## src/rtl/mycpu_io_if.sv

```systemverilog
// CPU-side I/O bus bundle: address, write data, strobes and read-data return.
interface mycpu_io_if;
  logic [15:0] a_in;
  logic [15:0] d_in;
  logic        wen_in;
  logic        iom_in;
  logic [15:0] io_out;

  modport master (
    output a_in,
    output d_in,
    output wen_in,
    output iom_in,
    input  io_out
  );

  modport slave (
    input  a_in,
    input  d_in,
    input  wen_in,
    input  iom_in,
    output io_out
  );
endinterface

```

## src/rtl/mycpu_io.sv

```systemverilog
// Memory-mapped I/O responder: GPO register, synchronized GPI with sticky
// rising-edge flags, and a 16-bit down-counting timer with optional reload.
module mycpu_io (
  input  logic        clk,
  input  logic        rst_n,
  mycpu_io_if.slave   bus,
  input  logic [15:0] sw_in,
  output logic [15:0] led_out,
  output logic        tick_out
);

  localparam logic [2:0] A_GPO    = 3'd0;
  localparam logic [2:0] A_GPI    = 3'd1;
  localparam logic [2:0] A_TCTRL  = 3'd2;
  localparam logic [2:0] A_TLOAD  = 3'd3;
  localparam logic [2:0] A_TCOUNT = 3'd4;
  localparam logic [2:0] A_STAT   = 3'd5;
  localparam logic [2:0] A_EDGE   = 3'd6;

  logic [2:0]  idx;
  logic        wr_en;
  logic        rd_en;
  logic        expire;

  logic [15:0] gpo_q, gpo_d;
  logic        en_q, en_d;
  logic        ar_q, ar_d;
  logic [15:0] tload_q, tload_d;
  logic [15:0] tcount_q, tcount_d;
  logic        exp_q, exp_d;
  logic [15:0] edge_q, edge_d;
  logic [15:0] s1_q, s2_q, s3_q;
  logic        tick_q;

  // Upper address bits are don't-care: the map aliases every 8 words.
  logic unused_addr_hi;
  assign unused_addr_hi = ^bus.a_in[15:3];

  assign idx    = bus.a_in[2:0];
  assign wr_en  = bus.iom_in & bus.wen_in;
  assign rd_en  = bus.iom_in & ~bus.wen_in;
  // Terminal count while enabled is the expiry event for this edge.
  assign expire = en_q & (tcount_q == 16'd0);

  // Next state: timer step first, then bus writes override, then hardware sets win over W1C.
  always_comb begin
    gpo_d    = gpo_q;
    en_d     = en_q;
    ar_d     = ar_q;
    tload_d  = tload_q;
    tcount_d = tcount_q;
    exp_d    = exp_q;
    edge_d   = edge_q;

    if (en_q) begin
      if (tcount_q != 16'd0) begin
        tcount_d = tcount_q - 16'd1;
      end else if (ar_q) begin
        tcount_d = tload_q;
      end else begin
        en_d = 1'b0;
      end
    end

    if (wr_en) begin
      case (idx)
        A_GPO:   gpo_d = bus.d_in;
        A_TCTRL: begin
          en_d = bus.d_in[0];
          ar_d = bus.d_in[1];
        end
        A_TLOAD: begin
          tload_d  = bus.d_in;
          tcount_d = bus.d_in;
        end
        A_STAT:  if (bus.d_in[0]) exp_d = 1'b0;
        A_EDGE:  edge_d = edge_q & ~bus.d_in;
        default: ;
      endcase
    end

    if (expire) exp_d = 1'b1;
    edge_d = edge_d | (s2_q & ~s3_q);
  end

  // State registers, including the three-flop input synchronizer and tick pulse.
  always_ff @(posedge clk or negedge rst_n) begin
    if (!rst_n) begin
      gpo_q    <= '0;
      en_q     <= 1'b0;
      ar_q     <= 1'b0;
      tload_q  <= '0;
      tcount_q <= '0;
      exp_q    <= 1'b0;
      edge_q   <= '0;
      s1_q     <= '0;
      s2_q     <= '0;
      s3_q     <= '0;
      tick_q   <= 1'b0;
    end else begin
      gpo_q    <= gpo_d;
      en_q     <= en_d;
      ar_q     <= ar_d;
      tload_q  <= tload_d;
      tcount_q <= tcount_d;
      exp_q    <= exp_d;
      edge_q   <= edge_d;
      s1_q     <= sw_in;
      s2_q     <= s1_q;
      s3_q     <= s2_q;
      tick_q   <= expire;
    end
  end

  // Combinational read mux; forced to zero outside I/O reads and during reset.
  always_comb begin
    bus.io_out = 16'h0000;
    if (rst_n && rd_en) begin
      case (idx)
        A_GPO:    bus.io_out = gpo_q;
        A_GPI:    bus.io_out = s2_q;
        A_TCTRL:  bus.io_out = {14'd0, ar_q, en_q};
        A_TLOAD:  bus.io_out = tload_q;
        A_TCOUNT: bus.io_out = tcount_q;
        A_STAT:   bus.io_out = {15'd0, exp_q};
        A_EDGE:   bus.io_out = edge_q;
        default:  bus.io_out = 16'h0000;
      endcase
    end
  end

  assign led_out  = gpo_q;
  assign tick_out = tick_q;

endmodule
```

## src/flat_wrapper.sv

```systemverilog
// flat-port wrapper written by rule: the top's interface ports become plain ports
module mycpu_io_flat 
  (clk, rst_n, sw_in, led_out, tick_out, bus_a_in, bus_d_in, bus_wen_in, bus_iom_in, bus_io_out);
  mycpu_io_if bus_i ();
  input  logic clk;
  input  logic rst_n;
  input  logic [15:0] sw_in;
  output logic [15:0] led_out;
  output logic tick_out;
  input wire logic [$bits(bus_i.a_in)-1:0] bus_a_in;
  input wire logic [$bits(bus_i.d_in)-1:0] bus_d_in;
  input wire logic [$bits(bus_i.wen_in)-1:0] bus_wen_in;
  input wire logic [$bits(bus_i.iom_in)-1:0] bus_iom_in;
  output wire logic [$bits(bus_i.io_out)-1:0] bus_io_out;
  assign bus_i.a_in = bus_a_in;
  assign bus_i.d_in = bus_d_in;
  assign bus_i.wen_in = bus_wen_in;
  assign bus_i.iom_in = bus_iom_in;
  assign bus_io_out = bus_i.io_out;
  mycpu_io u_core (.clk(clk), .rst_n(rst_n), .bus(bus_i), .sw_in(sw_in), .led_out(led_out), .tick_out(tick_out));
endmodule
```

## config.mk

```make
export PLATFORM = sky130hd
export DESIGN_NAME = mycpu_io_flat
export DESIGN_NICKNAME = d
export VERILOG_FILES = /design/src/rtl/mycpu_io_if.sv /design/src/rtl/mycpu_io.sv /design/src/flat_wrapper.sv
export SDC_FILE = /design/constraint.sdc
export NUM_CORES = 1
export LEC_CHECK = 0
export ABC_AREA = 1
export ABC_CLOCK_PERIOD_IN_PS = 1650
export BUFFER_PORTS_ARGS = -buffer_cell sky130_fd_sc_hd__buf_2
export CAP_MARGIN = 10
export CORE_MARGIN = 5
export CORE_UTILIZATION = 40
export CTS_BUF_LIST = sky130_fd_sc_hd__clkbuf_8
export DETAILED_ROUTE_END_ITERATION = 6
export SLEW_MARGIN = 10
export SYNTH_ARGS = -nofsm -noshare
export SYNTH_HDL_FRONTEND = slang
export SYNTH_SLANG_ARGS = --single-unit
```

## constraint.sdc

```tcl
create_clock -name clk -period 1.65 [get_ports clk]
set_input_delay 0.0825 -clock clk [delete_from_list [all_inputs] [get_ports clk]]
set_output_delay 0.0825 -clock clk [all_outputs]
set_load 0.02 [all_outputs]
```

# Word level (Yosys, flattened, before mapping)

Index checks and enable logic that the tools add are counted.

Register bits: 116
Input bits: 52
Output and inout port bits: 33
Word-level logic and storage cells: 56

Add/subtract/negate cells: 1
Equality and inequality tests: 6
Multiplexer cells: 18
Bitwise logic cells: 9
Reductions and logical operators: 11

Operators by type and width:

| operator                | count |
|---|---|
| $mux W16                | 8 |
| $pmux W16 S7            | 1 |
| $and A16 B16 Y16        | 2 |
| $not A16 Y16            | 2 |
| $logic_not A16 Y1       | 1 |
| $or A16 B16 Y16         | 1 |
| $reduce_bool A16 Y1     | 1 |
| $sub A16 B1 Y16 const B | 1 |
| $eq A3 B3 Y1 const B    | 3 |
| $mux W1                 | 9 |
| $eq A3 B2 Y1 const B    | 2 |
| $reduce_and A2 Y1       | 3 |
| $reduce_bool A2 Y1      | 3 |
| $and A1 B1 Y1           | 3 |
| $eq A3 B1 Y1 const B    | 1 |
| $logic_not A3 Y1        | 1 |
| $reduce_and A3 Y1       | 1 |
| $logic_and A1 B1 Y1     | 1 |
| $not A1 Y1              | 1 |

# Depth between registers and ports, before layout

Gate-level depths: netlist of the first run.

Depth after elaboration: 5
Depth in mapped cells: 12

# Least setup slack after synthesis of the first run

Ideal clock, no wire load.

Path kind: reg2reg
Start: register u_core.tcount_q[0]
End: register u_core.tcount_q[7]
Arrival time: 1.413 ns
Required time: 1.533 ns
Slack: 0.119 ns
Cell stages (with the launch flop): 13
Buffers on the path: 1
Period minus slack after synthesis: 1.531 ns
Path through: dfrtp_1 > inv_1 > ha_1 > nand3_1 > nor2_1 > nand2_1 > buf_6 > nand2_1 > nand2_1 > nand2_1 > nand2_1 > nand3_1 > nand2_1

Longest elaborated chain between the ends: 5
Elaborated cells between the ends (all ways): 6
Classes of those cells: add/sub: 1; mux: 4; reduce/logical: 1

Ends and longest elaborated chain:

| element                                                       | RTL line                       | source |
|---|---|---|
| from (decl)                                                   | mycpu_io.sv:29                 | `logic [15:0] tcount_q, tcount_d;` |
| from (signal assigned)                                        | mycpu_io.sv:105                | `tcount_q <= tcount_d;` |
| $sub A16 B1 Y16 / $reduce_bool A16 Y1 (equally long branches) | mycpu_io.sv:57, mycpu_io.sv:56 |  |
| $mux W16 (*)                                                  | mycpu_io.sv:56                 | `if (tcount_q != 16'd0) begin` |
| $mux W16 (*)                                                  | mycpu_io.sv:55                 | `if (en_q) begin` |
| $mux W16                                                      | mycpu_io.sv:66                 | `case (idx)` |
| $mux W16 (*)                                                  | mycpu_io.sv:65                 | `if (wr_en) begin` |
| named net u_core.tcount_d[7]                                  | mycpu_io.sv:29                 |  |

The timed path passes the listed nets; every way through them passes the cells marked *.
A chain may end at the register's enable or synchronous reset.

# Final worst setup path of the first run

Start: register u_core.tcount_q[12]
End: output port bus_io_out[12]

Longest elaborated chain between the ends: 2

Ends and longest elaborated chain:

| element      | RTL line           | source |
|---|---|---|
| $pmux W16 S7 | mycpu_io.sv:119    | `case (idx)` |
| $mux W16     | mycpu_io.sv:118    | `if (rst_n && rd_en) begin` |
| to (decl)    | flat_wrapper.sv:14 | `output wire logic [$bits(bus_i.io_out)-1:0] bus_io_out;` |

No other way between the ends.

==> results of run 1 <==
[logic make-up after synthesis]
logic type               count (synthesis)
AND/OR/NAND/NOR                        271
XOR/XNOR                                 2
adder cells (fa/ha/maj)                  2
flip-flops                             116
buffers and inverters                  103
AO/OA/AOI/OAI                          136
[layout make-up]
class	instances	area share, %
timing repair buffer	161	16.4
clock inverter	14	2.70
inverter	82	4.35
clock buffer	18	3.34
multi-input combinational	412	31.0
tap	176	2.97
sequential	116	39.2
[metal layers]
| metal | GRT usage (%) | up-vias | part of all wire (%) |
|---|---|---|---|
| li1 | - | 2372 | - |
| met1 | 25.8 | 2364 | 44 |
| met2 | 32.9 | 136 | 48 |
| met3 | 5.46 | 31 | 5.0 |
| met4 | 8.42 | 0 | 2.8 |
| met5 | 0 | - | 0 |
[worst max-delay path: stages, from the launching register on]
cell and delay, ps:
sky130_fd_sc_hd__dfrtp_1 390, sky130_fd_sc_hd__buf_4 150, sky130_fd_sc_hd__inv_1 80, sky130_fd_sc_hd__o22ai_1 100
sky130_fd_sc_hd__a211oi_1 190, sky130_fd_sc_hd__nor2_1 70, sky130_fd_sc_hd__buf_2 160
[metrics by stage]
stage | util [%] | worst slack [ps]
after global routing | 56.4 | -90.6
final | 56.4 | -19.1
after floorplan | - | 119
after CTS | 54.1 | -41.1
after global placement | 46.6 | -16.6
after detailed placement | 46.6 | -79.3
[flip-flops by register name, indices dropped and copies added, names as in the netlist]
name,cells
u_core.edge_q,16
u_core.led_out,16
u_core.s1_q,16
u_core.s2_q,16
u_core.s3_q,16
u_core.tcount_q,16
u_core.tload_q,16
u_core.ar_q,1
u_core.en_q,1
u_core.exp_q,1
u_core.tick_out,1
[cells in the mapped netlist]
| cell type | instances | area (um2) |
|---|---|---|
| sky130_fd_sc_hd__nand2_1 | 168 | 631 |
| sky130_fd_sc_hd__dfrtp_1 | 116 | 2900 |
| sky130_fd_sc_hd__inv_1 | 79 | 297 |
| sky130_fd_sc_hd__o21ai_0 | 68 | 340 |
| sky130_fd_sc_hd__nor2_1 | 45 | 169 |
| sky130_fd_sc_hd__nand3_1 | 40 | 200 |
| sky130_fd_sc_hd__o22ai_1 | 17 | 106 |
| sky130_fd_sc_hd__a211oi_1 | 16 | 120 |
| sky130_fd_sc_hd__o21ai_1 | 15 | 75.1 |
| sky130_fd_sc_hd__o21ai_2 | 10 | 87.6 |
| sky130_fd_sc_hd__buf_2 | 9 | 45.0 |
| sky130_fd_sc_hd__a21oi_1 | 8 | 40.0 |
| sky130_fd_sc_hd__clkbuf_1 | 7 | 26.3 |
| sky130_fd_sc_hd__nand4_1 | 6 | 37.5 |
| sky130_fd_sc_hd__inv_2 | 3 | 11.3 |
| sky130_fd_sc_hd__nor2_2 | 3 | 18.8 |
| sky130_fd_sc_hd__buf_6 | 2 | 22.5 |
| sky130_fd_sc_hd__clkbuf_2 | 2 | 10.0 |
| sky130_fd_sc_hd__ha_1 | 2 | 25.0 |
| sky130_fd_sc_hd__nand3_2 | 2 | 20.0 |
| sky130_fd_sc_hd__nor2_4 | 2 | 22.5 |
| sky130_fd_sc_hd__xor2_1 | 2 | 17.5 |
| sky130_fd_sc_hd__and2_1 | 1 | 6.26 |
| sky130_fd_sc_hd__buf_4 | 1 | 7.51 |
| sky130_fd_sc_hd__nand2_2 | 1 | 6.26 |
| sky130_fd_sc_hd__nand2_4 | 1 | 11.3 |
| sky130_fd_sc_hd__nand3b_1 | 1 | 7.51 |
| sky130_fd_sc_hd__nor3_4 | 1 | 16.3 |
| sky130_fd_sc_hd__o2111ai_1 | 1 | 8.76 |
| sky130_fd_sc_hd__o31ai_1 | 1 | 7.51 |
[power by group through the flow]
| stage | combinational (mW) | sequential [mW] | clock (mW) |
|---|---|---|---|
| after floorplan | 1.51 | 3.69 | 0 |
| after global placement | 2.54 | 3.64 | 0 |
| after detailed placement | 2.58 | 3.65 | 0 |
| after CTS | 2.95 | 3.61 | 3.00 |
| after global routing | 3.81 | 3.70 | 3.16 |
| final | 3.47 | 3.65 | 2.94 |
[what timing repair did]
item / 4_1_cts / 5_1_grt
gates resized for setup: 45 / 74
pin swaps: 8 / 26
setup buffers: 8 / 7
setup endpoints to repair: 26 / 35
gates cloned: 0 / 1
hold buffers: 33 / 0
hold endpoints to repair: 197 / 0
[cell usage in the layout, fill, tap and decap left out, types with 2 or more instances in the layout]
cell	netlist	layout
sky130_fd_sc_hd__nand2_1	168	163
sky130_fd_sc_hd__dfrtp_1	116	113
sky130_fd_sc_hd__o21ai_0	68	63
sky130_fd_sc_hd__inv_1	79	62
sky130_fd_sc_hd__buf_2	9	60
sky130_fd_sc_hd__buf_4	1	55
sky130_fd_sc_hd__nand3_1	40	36
sky130_fd_sc_hd__dlygate4sd3_1	0	33
sky130_fd_sc_hd__nor2_1	45	32
sky130_fd_sc_hd__clkbuf_8	0	18
sky130_fd_sc_hd__o21ai_1	15	17
sky130_fd_sc_hd__inv_2	3	14
sky130_fd_sc_hd__a211oi_2	0	14
sky130_fd_sc_hd__o21ai_2	10	13
sky130_fd_sc_hd__nor2_2	3	10
sky130_fd_sc_hd__buf_6	2	10
sky130_fd_sc_hd__a21oi_1	8	8
sky130_fd_sc_hd__nor2_4	2	8
sky130_fd_sc_hd__o22ai_1	17	7
sky130_fd_sc_hd__inv_4	0	6
sky130_fd_sc_hd__nand4_1	6	6
sky130_fd_sc_hd__o22ai_4	0	5
sky130_fd_sc_hd__o22ai_2	0	5
sky130_fd_sc_hd__nand2_4	1	4
sky130_fd_sc_hd__nand3_2	2	4
sky130_fd_sc_hd__nand2_2	1	4
sky130_fd_sc_hd__bufinv_16	0	4
sky130_fd_sc_hd__clkinv_4	0	4
sky130_fd_sc_hd__clkinvlp_4	0	3
sky130_fd_sc_hd__buf_12	0	3
sky130_fd_sc_hd__dfrtp_2	0	3
sky130_fd_sc_hd__a211oi_1	16	2
sky130_fd_sc_hd__nand3_4	0	2
sky130_fd_sc_hd__xor2_1	2	2
sky130_fd_sc_hd__inv_6	0	2
[worst max path at each step]
stage                             start                  to  slack [ps]  depth (start not counted)
floorplan            u_core.tcount_q[0]  u_core.tcount_q[7]         120                         12
global placement     u_core.tcount_q[0]  u_core.tcount_q[7]         -20                         11
detailed placement   u_core.tcount_q[0]  u_core.tcount_q[9]         -80                          9
CTS                  u_core.tcount_q[8]       bus_io_out[8]         -40                          6
global route         u_core.tcount_q[8]       bus_io_out[8]         -90                          6
finish              u_core.tcount_q[12]      bus_io_out[12]         -20                          6
==> flow_metrics.env, run 1 <==
export IMPL_run_status="finished with violations"
export IMPL_violations_in_the_final_reports="negative setup slack"
export IMPL_power_share_clock_pct=29.2
export IMPL_i_o_pins=85
export IMPL_power_frac_seq_pct=36.3
export IMPL_power_switching_mw=3.61
export IMPL_worst_hold_path_num_cells=4
export IMPL_post_synth_xor_area_fraction_pct=0.331
export IMPL_combinationalPowerShare_pct=34.5
export IMPL_post_place_cells=899
export IMPL_routabilityCongestion=0.907
export IMPL_muxShareOfSynthArea_pct=0
export IMPL_reg2reg_from="u_core.tcount_q[1]"
export IMPL_layout_nets=844
export IMPL_vias_per_cell=5.01
export IMPL_drt_iter0_markers=283
export IMPL_final_min_clock_period_ps=1670
export IMPL_yosysWarnings=0
export IMPL_hold_path_class="input pin to flip-flop"
export IMPL_fin_max_slew_vios=0
export IMPL_cap_viol_max_count=0
export IMPL_tightest_slew_ps=628
export IMPL_effective_utilization_at_floorplan_pct=40.3
export IMPL_post_route_drc_count=0
export IMPL_min_delay_worst_endpoint="u_core.exp_q"
export IMPL_hold_start="bus_a_in[2]"
export IMPL_layout_cell_area_non_filler_um2=7420
export IMPL_core_rowCount=42
export IMPL_setup_viol=3
export IMPL_dominant_combinational_cell_family_by_area_after_synthesis="simple AND/OR/NAND/NOR gates"
export IMPL_grt_overflow_total=0
export IMPL_area_share_of_fa_ha_maj_cells_after_synthesis_pct=0.472
export IMPL_core_area_um2=13100
export IMPL_place_detailed_hpwl_mm=10.2
export IMPL_p_int_mw=6.45
export IMPL_grt_max_degree=117
export IMPL_tritoncts="built"
export IMPL_dr_total_vias=4903
export IMPL_antenna_cells=0
export IMPL_clk_latency_ps=450
export IMPL_power_total_mw=10.1
export IMPL_timing_reg2reg_setup_slack_ps=20
export IMPL_synth_nets=684
export IMPL_cts_buffers_inserted=17
export IMPL_first_pass_iteration_count_of_the_detailed_router=4
export IMPL_worst_clock_skew_ps=9.61
export IMPL_area_growth_pct=40.0
export IMPL_synth_simple_area_share_pct=21.6
export IMPL_drt_total_wl_mm=15.4
export IMPL_wire_length_of_the_first_global_routing_pass_mm=25.5
export IMPL_cts_htree_levels=4
export IMPL_synth_seq_area_share_pct=54.8
export IMPL_switching_share_pct=35.9
export IMPL_tightest_hold_margin_ps=60.8
export IMPL_grt_antenna_before_repair=0
export IMPL_synth_compound_gate_area_share_pct=14.8
export IMPL_critical_path_max_fanout=3
export IMPL_tns_ps=-42.3
export IMPL_worst_setup_path_end_kind="output port"
export IMPL_timing_hold_violations_final=0
export IMPL_yosys_register_bits=116
export IMPL_numPortBuffers=71
export IMPL_critical_path_startpoint_type="flip-flop"
export IMPL_placement_cell_area_um2=6120
export IMPL_fmaxAchievable_mhz=599
export IMPL_syn_area_um2=5300
export IMPL_drive_above_1_share_pct=31.8
export IMPL_timing_slew_headroom_pct=58.1
export IMPL_vdd_ir_drop_max_v=0.00107
export IMPL_register_area_um2=2910
export IMPL_power_density_cell_area_nw_per_um2=1360
export IMPL_antenna_violating_nets_post_route=0
export IMPL_finish_cell_count_without_fillers=979
export IMPL_die_w_um=125
export IMPL_required_ps=1570
export IMPL_rsz_0062_raised_after_global_routing="yes"
export IMPL_root_buffer="sky130_fd_sc_hd__clkbuf_8"
export IMPL_multiInputGateArea_um2=2300
export IMPL_route_detailed_wl_per_inst_um=15.8
export IMPL_synth_area_per_cell_um2=8.41
export IMPL_fin_ws_ps=-19.1
export IMPL_die_height_um=125
export IMPL_first_global_vias=5062
export IMPL_global_route_usage_over_all_layers_pct=20.3
export IMPL_period_share_pct=101
export IMPL_cellLeakagePower_nw=3.60
export IMPL_rr_worst_depth=9
export IMPL_clock_sink_count=116
export IMPL_fillers=1201
export IMPL_r2r_end="u_core.tcount_q[9]"
export IMPL_cts_reportedPaths_clkPinSlew_ps=70
export IMPL_cell_count_after_synthesis=630
export IMPL_count_of_different_cell_masters_after_synthesis=30
export IMPL_design_die_area_um2=15600
export IMPL_cts_root_to_sink_buffers=2
export IMPL_setup_worst_path_class="flip-flop to output port"
export IMPL_critPathArrivalTime_ps=1590
Power figures use the tool's default switching activity.
==> run 2, diff against run 1 <==
--- a/config.mk
+++ b/config.mk
@@ -13,6 +13,7 @@
 export CORE_UTILIZATION = 40
 export CTS_BUF_LIST = sky130_fd_sc_hd__clkbuf_8
 export DETAILED_ROUTE_END_ITERATION = 6
+export PLACE_DENSITY_LB_ADDON = 0.3
 export SLEW_MARGIN = 10
 export SYNTH_ARGS = -nofsm -noshare
 export SYNTH_HDL_FRONTEND = slang
==> run 2 against run 1 <==
The flow now finishes without violations. Largest cell class unchanged. Maximum frequency grew 1.9%. Total power is 6.2% higher. Sequential power is essentially flat. Critical path depth rose by 4.
==> flow_metrics.env, run 2 (synthesis results as in run 1) <==
export IMPL_core_area_um2=13100
export IMPL_place_detailed_hpwl_mm=10.1
export IMPL_rsz_0062_raised_after_global_routing="yes"
export IMPL_drive_above_1_share_pct=33.2
export IMPL_required_ps=2020
export IMPL_power_share_clock_pct=31.0
export IMPL_rr_worst_depth=10
export IMPL_layout_common_cells="sky130_fd_sc_hd__nand2_1 (156), sky130_fd_sc_hd__dfrtp_1 (112), sky130_fd_sc_hd__o21ai_0 (64)"
export IMPL_routabilityCongestion=0.918
export IMPL_numPortBuffers=71
export IMPL_period_share_pct=99.3
export IMPL_root_buffer="sky130_fd_sc_hd__clkbuf_8"
export IMPL_cts_root_to_sink_buffers=2
export IMPL_vias_per_cell=5.18
export IMPL_tritoncts="built"
export IMPL_drt_total_wl_mm=15.6
export IMPL_combinationalPowerShare_pct=34.6
export IMPL_critPathArrivalTime_ps=2010
export IMPL_timing_critical_path_from="u_core.tcount_q[1]"
export IMPL_vdd_ir_drop_max_v=0.000847
export IMPL_drt_iter0_markers=420
export IMPL_global_route_usage_over_all_layers_pct=19.5
export IMPL_grt_max_degree=117
export IMPL_timing_reg2reg_setup_slack_ps=10
export IMPL_fin_max_slew_vios=0
export IMPL_most_frequent_standard_cell_in_the_layout_excluding_fill_and_tap_cells="sky130_fd_sc_hd__nand2_1"
export IMPL_i_o_pins=85
export IMPL_fmaxAchievable_mhz=610
export IMPL_cellLeakagePower_nw=3.65
export IMPL_cts_reportedPaths_clkPinSlew_ps=70
export IMPL_timing_hold_violations_final=0
export IMPL_worst_hold_path_num_cells=4
export IMPL_design_die_area_um2=15600
export IMPL_effective_utilization_at_floorplan_pct=40.3
export IMPL_p_int_mw=6.98
export IMPL_power_total_mw=10.7
export IMPL_grt_antenna_before_repair=0
export IMPL_fillers=1157
export IMPL_post_route_drc_count=0
export IMPL_setup_viol=0
export IMPL_power_switching_mw=3.70
export IMPL_core_rowCount=42
export IMPL_run_status="complete, no violations"
export IMPL_placement_cell_area_um2=6100
export IMPL_grt_overflow_total=0
export IMPL_tightest_slew_ps=644
export IMPL_area_growth_pct=42.4
export IMPL_hold_path_class="input pin to flip-flop"
export IMPL_critical_path_startpoint_type="flip-flop"
export IMPL_tightest_hold_margin_ps=56.9
export IMPL_first_pass_iteration_count_of_the_detailed_router=7
export IMPL_cts_htree_levels=4
export IMPL_clock_sink_count=116
export IMPL_dr_total_vias=5062
export IMPL_power_density_cell_area_nw_per_um2=1420
export IMPL_setup_worst_path_class="flip-flop to flip-flop"
export IMPL_antenna_violating_nets_post_route=0
export IMPL_antenna_cells=0
export IMPL_clk_latency_ps=430
export IMPL_hold_start="bus_a_in[2]"
export IMPL_route_detailed_wl_per_inst_um=15.9
export IMPL_die_w_um=125
export IMPL_final_min_clock_period_ps=1640
export IMPL_cts_buffers_inserted=17
export IMPL_worst_clock_skew_ps=10.1
export IMPL_reg2reg_from="u_core.tcount_q[1]"
export IMPL_timing_slew_headroom_pct=57.1
export IMPL_power_frac_seq_pct=34.5
export IMPL_die_height_um=125
export IMPL_switching_share_pct=34.7
export IMPL_wire_length_of_the_first_global_routing_pass_mm=24.8
export IMPL_r2r_end="u_core.tcount_q[12]"
export IMPL_layout_cell_area_non_filler_um2=7540
export IMPL_worst_setup_path_end_kind="flip-flop"
export IMPL_cap_viol_max_count=0
export IMPL_min_delay_worst_endpoint="u_core.exp_q"
export IMPL_first_global_vias=4995
export IMPL_layout_nets=842
export IMPL_critical_path_max_fanout=10
export IMPL_tns_ps=0
-- run 2: power by group through the flow --
stage	Combinational, mW	Clock [mW]	Sequential (mW)
2_1_floorplan	1.51	0	3.69
3_3_place_gp	2.52	0	3.64
3_5_place_dp	2.58	0	3.65
4_1_cts	2.86	3.36	3.60
5_1_grt	4.05	3.49	3.73
6_report	3.69	3.31	3.68
-- run 2: area by class of cell --
type                            count  area [um2]  area share (%)
Inverter                           82         328            4.35
Clock buffer                       21         289            3.83
Clock inverter                     11         219            2.90
Timing Repair Buffer              160        1220            16.2
Multi-Input combinational cell    411        2360            31.3
Sequential cell                   116        2910            38.5
Tap cell                          176         220            2.92
-- run 2: metal layers --
| metal | part of all wire, % | wire length (um) | global-route usage, % |
|---|---|---|---|
| met1 | 42 | 6490 | 25.1 |
| met5 | 0 | 0 | 0 |
| met4 | 2.8 | 430 | 9.50 |
| met3 | 5.8 | 901 | 4.01 |
| met2 | 50 | 7730 | 31.6 |
-- run 2: what timing repair did --
item / CTS / global route
gates cloned: 0 / 0
endpoints found under the setup margin: 22 / 34
gates resized for setup: 32 / 111
buffers inserted: 6 / 10
pin swaps: 8 / 33
hold buffers: 33 / 0
hold endpoints to repair: 190 / 0
-- run 2: how the worst max path moves through the flow --
stage	cells past startpoint	to	slack, ps
finish	10	u_core.tcount_q[12]	10
global route	11	u_core.tcount_q[5]	-80
CTS	6	bus_io_out[0]	-30
detailed placement	11	u_core.tcount_q[7]	-100
global placement	11	u_core.tcount_q[7]	-40
floorplan	12	u_core.tcount_q[7]	120
-- run 2: worst max-delay path, stage by stage, from the launching register on --
cell                      delay [ps]
sky130_fd_sc_hd__dfrtp_1         410
sky130_fd_sc_hd__inv_2            80
sky130_fd_sc_hd__ha_2            200
sky130_fd_sc_hd__nand3_1         120
sky130_fd_sc_hd__nor2_4          170
sky130_fd_sc_hd__nand2_4         130
sky130_fd_sc_hd__nand2_2          90
sky130_fd_sc_hd__nand2_1          50
sky130_fd_sc_hd__o21ai_1         150
sky130_fd_sc_hd__nand2_1          90
sky130_fd_sc_hd__nand2_1          70
-- run 2: metrics by stage --
step / instances / utilization, % / worst slack [ps]
6_report: 977 / 57.4 / 11.8
5_1_grt: 977 / 57.4 / -80.6
4_1_cts: 967 / 53.9 / -29.0
3_5_place_dp: 896 / 46.4 / -99.0
3_3_place_gp: 896 / 46.4 / -39.6
2_1_floorplan: 630 / - / 119
